--- src/rtl/mp_coherence_ctrl.sv ---
// Multi-processor memory/coherence controller: arbitrates icache fetches, dcache
// writebacks and snooped coherence misses from CPUS caches onto one RAM port.
package mp_coherence_pkg;
    typedef enum logic [1:0] {FREE = 2'd0, BUSY = 2'd1, ACCESS = 2'd2, ERROR = 2'd3} ramstate_t;
endpackage

module mp_coherence_ctrl
    import mp_coherence_pkg::*;
#(
    parameter int CPUS  = 2,
    parameter int WORDS = 2
) (
    input  logic                       CLK,
    input  logic                       nRST,
    input  logic [CPUS-1:0]            iREN,
    input  logic [CPUS-1:0][31:0]      iaddr,
    input  logic [CPUS-1:0]            dREN,
    input  logic [CPUS-1:0]            dWEN,
    input  logic [CPUS-1:0][31:0]      daddr,
    input  logic [CPUS-1:0][31:0]      dstore,
    input  logic [CPUS-1:0]            ccwrite,
    input  logic [CPUS-1:0]            cctrans,
    output logic [CPUS-1:0]            iwait,
    output logic [CPUS-1:0]            dwait,
    output logic [CPUS-1:0][31:0]      iload,
    output logic [CPUS-1:0][31:0]      dload,
    output logic [CPUS-1:0]            ccwait,
    output logic [CPUS-1:0]            ccinv,
    output logic [CPUS-1:0][31:0]      ccsnoopaddr,
    output logic                       ramREN,
    output logic                       ramWEN,
    output logic [31:0]                ramaddr,
    output logic [31:0]                ramstore,
    input  logic [31:0]                ramload,
    input  ramstate_t                  ramstate
);
    localparam int IW = (CPUS > 1) ? $clog2(CPUS) : 1;
    localparam int CW = $clog2(WORDS) + 1;

    typedef enum logic [2:0] {
        IDLE = 3'd0, IFETCH = 3'd1, WB = 3'd2, SNOOP = 3'd3, FWD = 3'd4, RAMRD = 3'd5
    } state_t;

    state_t                 state_r, state_s;
    logic [IW-1:0]          g_r, g_s, s_r, s_s, rr_r, rr_s;
    logic [CW-1:0]          cnt_r, cnt_s;
    logic                   inv_r, inv_s;
    logic                   acc_s, last_s;
    logic [IW:0]            wb_pick_s, sn_pick_s, if_pick_s, sup_pick_s;
    logic [CPUS-1:0]        others_s;
    logic [CPUS-1:0][31:0]  snaddr_s;

    // First requester at or after ptr, wrapping; MSB of the result flags a hit.
    function automatic logic [IW:0] rr_pick(input logic [CPUS-1:0] req, input logic [IW-1:0] ptr);
        logic [IW:0] res;
        int          idx;
        res = '0;
        for (int k = CPUS - 1; k >= 0; k--) begin
            idx = (int'(ptr) + k) % CPUS;
            if (req[idx]) res = {1'b1, IW'(idx)};
        end
        return res;
    endfunction

    // Lowest-index cache other than the requester that holds the block Modified.
    function automatic logic [IW:0] sup_pick(input logic [CPUS-1:0] modified, input logic [IW-1:0] req);
        logic [IW:0] res;
        res = '0;
        for (int j = CPUS - 1; j >= 0; j--) begin
            if (modified[j] && (j != int'(req))) res = {1'b1, IW'(j)};
        end
        return res;
    endfunction

    function automatic logic [IW-1:0] rr_next(input logic [IW-1:0] grant);
        return IW'((int'(grant) + 1) % CPUS);
    endfunction

    assign acc_s  = (ramstate == ACCESS);
    assign last_s = (cnt_r == CW'(WORDS - 1));

    // State, grant, supplier, round-robin pointer and word counter registers.
    always_ff @(posedge CLK or negedge nRST) begin
        if (!nRST) begin
            state_r <= IDLE;
            g_r     <= '0;
            s_r     <= '0;
            rr_r    <= '0;
            cnt_r   <= '0;
            inv_r   <= 1'b0;
        end else begin
            state_r <= state_s;
            g_r     <= g_s;
            s_r     <= s_s;
            rr_r    <= rr_s;
            cnt_r   <= cnt_s;
            inv_r   <= inv_s;
        end
    end

    // Arbitration and next-state logic; BUSY/ERROR leave everything unchanged.
    always_comb begin
        state_s    = state_r;
        g_s        = g_r;
        s_s        = s_r;
        rr_s       = rr_r;
        cnt_s      = cnt_r;
        inv_s      = inv_r;
        wb_pick_s  = rr_pick(dWEN & ~cctrans, rr_r);
        sn_pick_s  = rr_pick(dREN & cctrans, rr_r);
        if_pick_s  = rr_pick(iREN, rr_r);
        sup_pick_s = sup_pick(ccwrite, g_r);
        case (state_r)
            IDLE: begin
                cnt_s = '0;
                if (wb_pick_s[IW]) begin
                    state_s = WB;
                    g_s     = wb_pick_s[IW-1:0];
                    rr_s    = rr_next(wb_pick_s[IW-1:0]);
                end else if (sn_pick_s[IW]) begin
                    state_s = SNOOP;
                    g_s     = sn_pick_s[IW-1:0];
                    rr_s    = rr_next(sn_pick_s[IW-1:0]);
                end else if (if_pick_s[IW]) begin
                    state_s = IFETCH;
                    g_s     = if_pick_s[IW-1:0];
                    rr_s    = rr_next(if_pick_s[IW-1:0]);
                end else begin
                    state_s = IDLE;
                end
            end
            IFETCH: state_s = acc_s ? IDLE : IFETCH;
            SNOOP: begin
                inv_s   = ccwrite[g_r];
                s_s     = sup_pick_s[IW-1:0];
                state_s = sup_pick_s[IW] ? FWD : RAMRD;
            end
            WB, FWD, RAMRD: begin
                if (acc_s && last_s) begin
                    state_s = IDLE;
                    cnt_s   = '0;
                end else if (acc_s) begin
                    cnt_s = cnt_r + CW'(1);
                end else begin
                    cnt_s = cnt_r;
                end
            end
            default: state_s = IDLE;
        endcase
    end

    // Output decode: every wait stays high except on the cycle its word completes.
    always_comb begin
        iwait       = '1;
        dwait       = '1;
        iload       = '0;
        dload       = '0;
        ccwait      = '0;
        ccinv       = '0;
        ccsnoopaddr = '0;
        ramREN      = 1'b0;
        ramWEN      = 1'b0;
        ramaddr     = 32'h0;
        ramstore    = 32'h0;
        for (int j = 0; j < CPUS; j++) begin
            others_s[j] = (j != int'(g_r));
            snaddr_s[j] = (j != int'(g_r)) ? daddr[g_r] : 32'h0;
        end
        case (state_r)
            IFETCH: begin
                ramREN      = 1'b1;
                ramaddr     = iaddr[g_r];
                iload[g_r]  = acc_s ? ramload : 32'h0;
                iwait[g_r]  = ~acc_s;
            end
            WB: begin
                ramWEN      = 1'b1;
                ramaddr     = daddr[g_r];
                ramstore    = dstore[g_r];
                dwait[g_r]  = ~acc_s;
            end
            SNOOP: begin
                ccwait      = others_s;
                ccinv       = others_s & {CPUS{ccwrite[g_r]}};
                ccsnoopaddr = snaddr_s;
            end
            FWD: begin
                ccwait[s_r]      = 1'b1;
                ccinv[s_r]       = inv_r;
                ccsnoopaddr[s_r] = daddr[g_r];
                ramWEN           = 1'b1;
                ramaddr          = daddr[s_r];
                ramstore         = dstore[s_r];
                dload[g_r]       = dstore[s_r];
                dwait[g_r]       = ~acc_s;
                dwait[s_r]       = ~acc_s;
            end
            RAMRD: begin
                ccwait      = others_s;
                ccinv       = others_s & {CPUS{inv_r}};
                ccsnoopaddr = snaddr_s;
                ramREN      = 1'b1;
                ramaddr     = daddr[g_r];
                dload[g_r]  = acc_s ? ramload : 32'h0;
                dwait[g_r]  = ~acc_s;
            end
            default: begin
                ramREN = 1'b0;
            end
        endcase
    end
endmodule

--- config.mk ---
export PLATFORM = sky130hd
export DESIGN_NAME = mp_coherence_ctrl
export DESIGN_NICKNAME = d
export VERILOG_FILES = /design/src/rtl/mp_coherence_ctrl.sv
export SDC_FILE = /design/constraint.sdc
export NUM_CORES = 1
export LEC_CHECK = 0
export ABC_AREA = 1
export CELL_PAD_IN_SITES_DETAIL_PLACEMENT = 1
export CELL_PAD_IN_SITES_GLOBAL_PLACEMENT = 1
export CORE_AREA = 2 2 197 199
export CTS_BUF_LIST = sky130_fd_sc_hd__clkbuf_8
export CTS_CLUSTER_SIZE = 10
export DETAILED_ROUTE_END_ITERATION = 8
export DIE_AREA = 0 0 199 201
export HOLD_SLACK_MARGIN = 0.12
export MAX_ROUTING_LAYER = met4
export PLACE_DENSITY = 0.69
export SKIP_CTS_REPAIR_TIMING = 1
export SYNTH_ARGS = -nofsm -noshare
export SYNTH_HDL_FRONTEND = slang
export SYNTH_SLANG_ARGS = --single-unit
--- constraint.sdc ---
create_clock -name CLK -period 2.09 [get_ports CLK]
set_clock_uncertainty 0.05 [all_clocks]
set_input_delay 0.209 -clock CLK [delete_from_list [all_inputs] [get_ports CLK]]
set_output_delay 0.209 -clock CLK [all_outputs]
set_load 0.01 [all_outputs]
== Word-level counts from Yosys, hierarchy flattened ==
Index checks and enable logic that the tools add are counted.

* Register bits: 9
* Input bits: 238
* Output and inout port bits: 266
* Logic and storage cells: 129

* Add/subtract/negate cells: 5
* Order comparisons: 6
* Equality and inequality tests: 9
* Multiplexer cells: 74
* Bitwise operators: 14
* Reduce and logical (&&, ||, !) cells: 15

{| class="wikitable"
|+ Operators by type and width
! cell !! number
|-
| 32-bit two-way mux || 15
|-
| 64-bit one-hot mux with 2 select lines || 2
|-
| 64-bit AND || 3
|-
| 32-bit one-hot mux with 3 select lines || 1
|-
| 32-bit demux with 1-bit select || 2
|-
| 64-bit two-way mux || 1
|-
| 32-bit one-hot mux with 2 select lines || 1
|-
| 1-bit two-way mux || 30
|-
| 2-bit two-way mux || 13
|-
| 2-bit one-hot mux with 2 select lines || 3
|-
| 3-bit one-hot mux with 4 select lines || 1
|-
| 2-bit AND || 5
|-
| 2-bit OR reduction || 4
|-
| 3-bit by 2-bit equality test with 1-bit output, second input constant || 2
|-
| 3-bit equality test, second input constant || 2
|-
| 1-bit by 2-bit < comparator with 1-bit output, second input constant || 3
|-
| 2-bit one-hot mux with 3 select lines || 1
|-
| 1-bit logical AND || 5
|-
| 1-bit adder, second input constant || 4
|-
| 2-bit inverter || 2
|-
| 2-bit AND reduction || 2
|-
| 3-bit by 1-bit equality test with 1-bit output, second input constant || 1
|-
| 3-bit zero test || 1
|-
| 2-bit by 3-bit < comparator with 1-bit output, second input constant || 1
|-
| other kinds (15) || 18
|}

== Longest topological paths before layout ==
Gate-level depths: netlist (run 1).

* Word-level depth: 11
* Gate-level depth with buffers: 9
* Depth with buffers taken out: 9

== Worst setup path before layout (run 1) ==
OpenSTA, ideal clock, no wires.

* Path kind: register -> output
* Start: reg state_r[0]
* End: out ccsnoopaddr[32] (netlist name)
* Arrival: 1382 ps
* Required time: 1831 ps
* Path slack: 449 ps
* Cell stages (with the launch flop): 7
* Path buffers: 1
* Cells stage by stage: dfrtp_1 -> nor2_1 -> nand2_2 -> nor2_4 -> inv_1 -> clkbuf_1 -> o22ai_1

{| class="wikitable"
|+ RTL lines
! element !! line !! RTL
|-
| start, declared || 44 || <nowiki>state_t state_r, state_s;</nowiki>
|-
| start signal, assigned || 92 || <nowiki>state_r <= state_s;</nowiki>
|-
| end, declared || 29 || <nowiki>output logic [CPUS-1:0][31:0] ccsnoopaddr,</nowiki>
|}

==> impl_metrics.ini, run 1 <==
[job]
max_cap_viol_count = 0

[critical_path]
critPathLaunch = state_r[1]$_DFFE_PN0P_
critical_path.most_common_cell = buf_6
ff2ff_path_depth = 9
reg2reg_to = cnt_r[1]$_DFFE_PN0P_
path_max_fanout = 5
endpoint = ccsnoopaddr[40]
cpMaxStageDelayCell = dfrtp_2
endpoint_kind = primary output
cp_data_arrival_time_ps = 2010
r2r_start = state_r[0]$_DFFE_PN0P_
r2r_setup_slack_ps = 470
crit_chain = buf_6 -> buf_6 -> buf_6 -> nand3_4 -> inv_4 -> nor2_4 -> buf_6 -> clkbuf_16 -> buf_12 -> o22ai_2 -> clkbuf_2
cpPeakStageDelay_ps = 450
crit_required_ps = 1830
cp-start-kind = flop
path_class = reg2out

[timing]
finalCritPeriodShare = 1.086
layout_min_cycle_time_ps = 2270
fmax_ghz = 0.4406
slew_headroom = 0.6019
slew_violations = 0
setup_violations = 99
final_hold_viol_count = 0
setup_tns_ps = -9696
grt_setup_unrepaired = yes
worst_slack_ps = -179.7
worst_slew_pin_slew_ps = 590.9

[die]
io_pins = 504
start_util = 0.1311
die_area_um2 = 40000
coreArea_um2 = 38110
dieWidth_um = 199
placementRows = 72
die_y_um = 201

[cts]
insertion_delay_ps = 240
cts.clk_slew.worst_paths_ps = 50
cts_sinks = 9
cts_tree = yes
cts_made_buffers = 3
cts_root_buf = clkbuf_8
htreeDepth = 1
clockBufferDepth = 2

[placement]
dpl.cell_count = 2203
post-dp-hpwl_um = 32730
place_congestion = 0.9081
portBuffers = 503

[logic_synthesis]
yosysUniqueCellTypes = 21
syn-instance-count = 1104
syn_area_per_cell_um2 = 4.525
yosysTopAreaCell = nand2_1
syn_area_um2 = 4996
synth-seq-area-share = 0.04508
synth_area_leaders = nand2_1 34%, o21ai_0 13%, inv_1 8.8%, o22ai_1 8.1%, nand3_1 7.7%
syn_nets = 1342
ys_warn_count = 0
synth.top_cell.area_share = 0.3403
ys_seq_elements = 9

[cells_and_area]
multiInputGateArea_um2 = 4576
fill_cells = 4896
drive_gt1_frac = 0.2749
stdcell_count = 2257
diodes = 0
finish.utilization = 0.3451
layout.nets = 1978
seq_area_um2 = 232.7
synthToLayoutAreaGrowth_pct = 163.2

[routing]
vias_per_cell = 4.536
ant_nets = 0
wl_per_cell_um = 19.59
drc = 0
via_count = 10240
drt_first_pass_iters = 5
wl_um = 44210
first_iter_violations = 404

[power]
power_frac_clock = 0.016
power_density_nw_per_um2 = 1012
peakVddDrop_uv = 414.6
seq_power_share = 0.028
internal_power_w = 0.006262
combPwrFrac = 0.956
switching_share = 0.5295
power_leakage_nw = 8.194
p_sw_w = 0.007046

[global_routing]
grt-ovfl-total = 0
grt_pass1_vias = 10100
grt_pass1_wl_um = 58540
antenna_found_initial = 0
grt_max_degree = 66
grt_usage = 0.1920

[outcome]
violations = setup timing
status = complete, but fails checks

[worst_hold_path]
hp-class = in2async
-- cell type report --
cell class	instances	share of cell area
tap	518	0.04929
multi-input combinational	885	0.3480
sequential	9	0.01770
clock inverter	1	0.0002854
clock buffer	3	0.003140
timing repair buffer	717	0.5442
inverter	124	0.03739
-- how the worst min path moves through the flow --
stage,from,endpoint,slack [ps],depth (start not counted)
2_1_floorplan,nRST,cnt_r[0]$_DFFE_PN0P_,-140,0
3_3_place_gp,rr_r$_DFFE_PN0P_,rr_r$_DFFE_PN0P_,450,2
3_5_place_dp,rr_r$_DFFE_PN0P_,rr_r$_DFFE_PN0P_,460,2
4_1_cts,nRST,cnt_r[1]$_DFFE_PN0P_,250,1
5_1_grt,nRST,inv_r$_DFFE_PN0N_,270,1
6_report,nRST,inv_r$_DFFE_PN0N_,240,1
-- synth_stat cells (all sizes together) --
cell,instances
nand2,454
o21ai,170
inv,124
nand3,77
nor2,77
o22ai,65
buf,48
clkbuf,38
nand4,32
dfrtp,9
o211ai,4
a21oi,3
a22oi,1
o21bai,1
o31ai,1
-- logic make-up (layout without fill, tap and decap cells) --
group | after synthesis | count (layout) | share of synthesized area
AO/OA/AOI/OAI | 245 | 245 | 0.2652
buffers and inverters | 210 | 845 | 0.1680
flip-flops | 9 | 9 | 0.04508
AND/OR/NAND/NOR | 640 | 640 | 0.5217
-- critical path: cells and delay by family (launching register included) --
family,cells,cell delay (ps)
AND/OR/NAND/NOR,2,280
AO/OA/AOI/OAI,1,80
flip-flops,1,450
buffers and inverters,8,950
-- per-layer routing --
metal | routed length [um] | global-route usage | share of wire
met1 | 18110 | 0.2198 | 0.41
met2 | 22250 | 0.3453 | 0.50
met3 | 2128 | 0.01882 | 0.048
met4 | 1714 | 0.06663 | 0.039
met5 | 0 | - | 0
-- flip-flops by register name (all words and copies together), names as in the netlist --
name,cells
state_r,3
cnt_r,2
g_r,1
inv_r,1
rr_r,1
s_r,1
-- stage by stage --
step	total power, W	instance area (um2)	hold slack [ps]	worst slack [ps]
2_1_floorplan	0.004793	4996	-136.6	449.0
3_3_place_gp	0.01121	11890	445.4	-337.8
3_5_place_dp	0.01141	11890	455.3	-351.2
4_1_cts	0.01167	11940	254.2	-607.3
5_1_grt	0.01420	13150	274.8	-241.2
6_report	0.01331	13150	239.0	-179.7
-- power by group through the flow --
stage	Sequential (W)	Clock [W]	Combinational, W
after floorplan	0.000314	0	0.00448
after global routing	0.000390	0.000225	0.0136
after CTS	0.000340	0.000215	0.0111
final	0.000376	0.000213	0.0127
after global placement	0.000337	0	0.0109
after detailed placement	0.000342	0	0.0111
-- cells in the final DEF, fill, tap and decap left out, types with 2 or more instances in the layout --
cell type	n
dfrtp_1	5
buf_6	46
nand2_1	434
nand3_1	74
clkbuf_8	3
nand3_4	2
dfrtp_2	3
nor2_4	7
clkbuf_2	53
o22ai_1	20
o22ai_2	40
nand4_1	32
o22ai_4	5
o211ai_1	4
buf_2	73
nand2_8	3
a21oi_1	3
o21ai_0	79
o21ai_2	26
inv_2	8
o21ai_1	64
clkdlybuf4s50_1	238
nand2_2	4
clkbuf_16	11
buf_4	126
nor2_2	2
buf_12	33
buf_8	12
dlymetal6s2s_1	125
nand2_4	13
nor2_1	68
inv_1	112
inv_8	2
(Power assumes the default switching activity.)
==> run 2: changes to the inputs <==
- SLEW_MARGIN: not set -> 40
==> results of run 2 <==
The final DEF is identical to that of run 1; final timing and power are the same.
==> run 3: changes to the inputs <==
- CAP_MARGIN: not set -> 20
- SLEW_MARGIN: 40 -> not set
==> results of run 3 <==
The final DEF is identical to that of run 1; final timing and power are the same.
==> patch 1, RTL diff (flow settings as in run 1) <==
Reset style: synchronous (`nRST`), changed in one clocked block.
--- a/src/rtl/mp_coherence_ctrl.sv
+++ b/src/rtl/mp_coherence_ctrl.sv
@@ -82,3 +82,3 @@
     // State, grant, supplier, round-robin pointer and word counter registers.
-    always_ff @(posedge CLK or negedge nRST) begin
+    always_ff @(posedge CLK) begin
         if (!nRST) begin
Behaviour: differs if nRST is asserted again (counterexample within 4 cycles, from zero or initial values and one cycle with nRST low); with nRST held inactive, the same outputs for 4 cycles.
==> patch 1 against run 1 <==
The flow still finishes with violations (setup timing); synthesized area is essentially flat; utilization is 1.2 points lower; register-to-register slack better by 120 ps; worst setup slack lost 120 ps; wire length barely moved; sequential cell count stayed put; final cell count is 5.2% lower; cell area is 3.4% lower; first-iteration DRC count is 5.0% lower; via count is 4.7% lower; critical path depth shrank 2; critical path type unchanged; largest cell class unchanged.
Power is not compared: it rests on default switching activity, and its combinational part moved more than twofold at a synthesized area within 25%.
==> patch 1: results (changes against run 1) <==
Parameter                              Value

Outcome
  Outcome    complete, but fails checks
  Failing checks    setup timing

Global routing
  Pin count of the biggest net entering global routing    45 (-32%)
  Fraction of met1 tracks used by global routing    0.2371 (+0.01723)
  Antenna violations before repair    3 (+3)
  Global routing met2 resource utilization    0.3516 (+0.006369)
  GR met3 Demand/Resource    0.02487 (+0.006048)

Timing
  Total Neg Setup Slack    -304.3 ps (+9391 ps)
  Worst hold slack across all endpoints    462.0 ps (+223.1 ps)
  Smallest setup slack after layout    -304.3 ps (-124.5 ps)
  Slew @ Worst Pin    359.2 ps (-231.7 ps)
  Final setup violation count    1 (-99%)

Synth
  Sequential cell area fraction in the yosys report    0.03609 (-0.008989)

Setup path
  R2R setup slack    590 ps (+120 ps)
  Signal arrival time at the worst endpoint    2140 ps (+130 ps)
  Critical-path maximum fanout    31 (+26)
  Cell with the largest stage delay on the worst path    sky130_fd_sc_hd__clkdlybuf4s50_1

Final layout
  Nonclk inv count    126 (+1.6%)
  Clock distribution area overhead in the final layout    0.003545 (+0.0001197)
  Total number of multi-input combinational cells    823 (-7.0%)
  Multi-input logic portion of the cell area    0.3178 (-0.03018)
  Fraction of layout cells with a size suffix above 1    0.1309 (-0.1439)
  Count of fill cells added during filler insertion    4804 (-1.9%)
  Non-clock buffering overhead in the final layout    0.5732 (+0.02897)

Placed design
  Gp weighted congestion    0.9410 (+3.6%)
  Area of placed instances    11620 sq um (-2.3%)

Drt
  Number of vias per cell after detailed routing    4.557 (+0.46%)
  Routed met2 length    22330 microns (+0.36%)
  Post-detailed-route wirelength per cell    20.67 microns (+5.5%)

Worst hold path
  Worst hold path type    reg -> reg
[patch 1: cell types whose count changed in the layout (fill, tap and decap cells not counted), sizes merged, moves of 14 or more]
cell	change
o21ai	-66
a22oi	+31
buf	-139
dlymetal6s2s	+131
o32ai	+38
nand2	-54
nand4	-31
nand3	-14
clkbuf	-52
a21oi	+30
[patch 1: kinds of logic after synthesis]
group,count (synthesis),synth area share
simple gates,544,0.4363
compound gates,278,0.3424
buf+inv,212,0.1835
flops,9,0.03609
xor+xnor,1,0.001755
[patch 1: power by group through the flow]
stage	Sequential, W	Clock (W)	Combinational (W)
global route	0.000251	0.000209	0.00439
finish	0.000247	0.000191	0.00406
CTS	0.000238	0.000196	0.00402
global placement	0.000236	0	0.00394
detailed placement	0.000241	0	0.00400
floorplan	0.000223	0	0.00168
[patch 1: stage by stage]
stage               instances  worst slack (ps)
floorplan                1044             578.4
global placement         2117            -352.1
detailed placement       2117            -396.6
CTS                      2121            -455.4
global route             2140            -351.4
finish                   2140            -304.3
==> patch 2, RTL diff (settings of run 1) <==
Without the edit above. Set the parameter `CPUS` to 1 (it was 2).
--- a/src/rtl/mp_coherence_ctrl.sv
+++ b/src/rtl/mp_coherence_ctrl.sv
@@ -9,3 +9,3 @@
 #(
-    parameter int CPUS  = 2,
+    parameter int CPUS  = 1,
     parameter int WORDS = 2
Ports: changed (15 resized); port bits go from 504 to 303. No check against the original RTL was run, so the function may have changed too.
==> patch 2 against run 1 <==
Via count is 64% lower; sequential cell count is 3 lower; first-iteration DRC count decreased by 81%; worst setup slack better by 270 ps; non-clock buffer count down 391; cell area fell by 54%; global-route usage decreased by 12 points; synthesized area fell by 65%; combinational power is 64% lower; fmax up 14%; wire length shrank 65%; power is 63% lower; critical path type unchanged.
==> patch 2: results (changes against run 1) <==
Parameter                              Value

Setup path
  Signal arrival time at the worst endpoint    1740 ps (-270 ps)
  Reg-to-reg critical path startpoint    state_r[2]
  Largest incremental delay on the critical path    540 ps (+90 ps)
  R2R setup slack    760 ps (+290 ps)
  Destination of the critical timing path    ramWEN
  Cell with the largest stage delay on the worst path    sky130_fd_sc_hd__clkdlybuf4s50_1
  FF-to-FF path depth    7 (-2)
  Critical-path maximum fanout    4 (-1)

Placed design
  Gp weighted congestion    0.7481 (-18%)
  Count of input and output buffers    302 (-40%)
  Cell count after placement    1191 (-46%)
  Worst-case setup slack after placement    -93.88 ps (+257.4 ps)
  Estimated wirelength of the detail-placed design    12090 microns (-63%)
  Area of placed instances    5489 sq um (-54%)

Final layout
  Fraction of layout cells with a size suffix above 1    0.06287 (-0.2120)
  Top Registers    state_r: 3 flops, cnt_r: 2 flops, inv_r: 1 flops
  Final layout net count    823 (-58%)

Synth
  Distinct cell type count after synthesis    17 (-19%)
  Mapped Avg Cell Area    4.567 sq um (+0.92%)
  Syn nets    517 (-61%)
  Leading post-synthesis cells by cell area    sky130_fd_sc_hd__nor2_1, sky130_fd_sc_hd__nand2_1, sky130_fd_sc_hd__inv_1
  Share of the synthesized area in compound gates (AO/OA/AOI/OAI)    0.2242 (-0.04099)
  Sequential cell area fraction in the yosys report    0.08652 (+0.04144)
  Leading post-synthesis cells by instance count    sky130_fd_sc_hd__nor2_1, sky130_fd_sc_hd__nand2_1, sky130_fd_sc_hd__inv_1

Drt
  Routed wire length on met3    1073 microns (-50%)
  Metal-1 WL    6322 microns (-65%)
  Post-detailed-routing wire length    15340 microns (-65%)
  Number of detailed-routing iterations run before antenna repair    4 (-1)
  Initial DRC count    78 (-81%)
  Post-detailed-route wirelength per cell    12.74 microns (-35%)
  Routed met2 length    7897 microns (-65%)

Global routing
  Global routing met2 resource utilization    0.1289 (-0.2164)
  Fraction of met1 tracks used by global routing    0.07661 (-0.1432)
  Via count of the first global-routing pass    3831 (-62%)
  Antenna violations before repair    1 (+1)
  Global-route wire length before repair    20940 microns (-64%)
  GR met3 Demand/Resource    0.01361 (-0.005208)
  GR Util All Layers    0.06862 (-0.1234)
  Pin count of the biggest net entering global routing    51 (-23%)

Outcome
  Outcome    completed

Timing
  Slew @ Worst Pin    351.9 ps (-239.0 ps)
  Maximum achievable frequency    500.9 MHz (+14%)

Power and ir drop
  Peak supply drop    0.2481 mV (-40%)
  Static Leakage    5.029 nW (-39%)

Clock tree
  Latest clock arrival within the worst-skew pair    220 ps (-20 ps)
-- patch 2: cell count changes after synthesis, moves of 31 or more --
cell | before | now
sky130_fd_sc_hd__nand2_1 | 453 | 91
sky130_fd_sc_hd__o21ai_0 | 134 | 5
sky130_fd_sc_hd__nand3_1 | 77 | 4
sky130_fd_sc_hd__inv_1 | 117 | 73
sky130_fd_sc_hd__clkbuf_1 | 38 | 2
sky130_fd_sc_hd__o22ai_1 | 65 | 32
sky130_fd_sc_hd__nor2_1 | 71 | 103
sky130_fd_sc_hd__nand4_1 | 32 | 1
-- patch 2: power breakdown --
group	leakage [nW]	internal [W]	total, W	switching (W)
clock	0.0216	0.000124	0.000180	0.0000553
sequential	0.0736	0.000168	0.000229	0.0000616
combinational	4.93	0.00219	0.00455	0.00236
-- patch 2: area by class of cell --
type	instances	area [sq um]
fill	4635	32010
timing repair buffer	326	3751
multi-input combinational	272	1206
tap	518	648.1
inverter	77	289.0
sequential	6	152.6
clock buffer	3	41.29
antenna	2	5.005
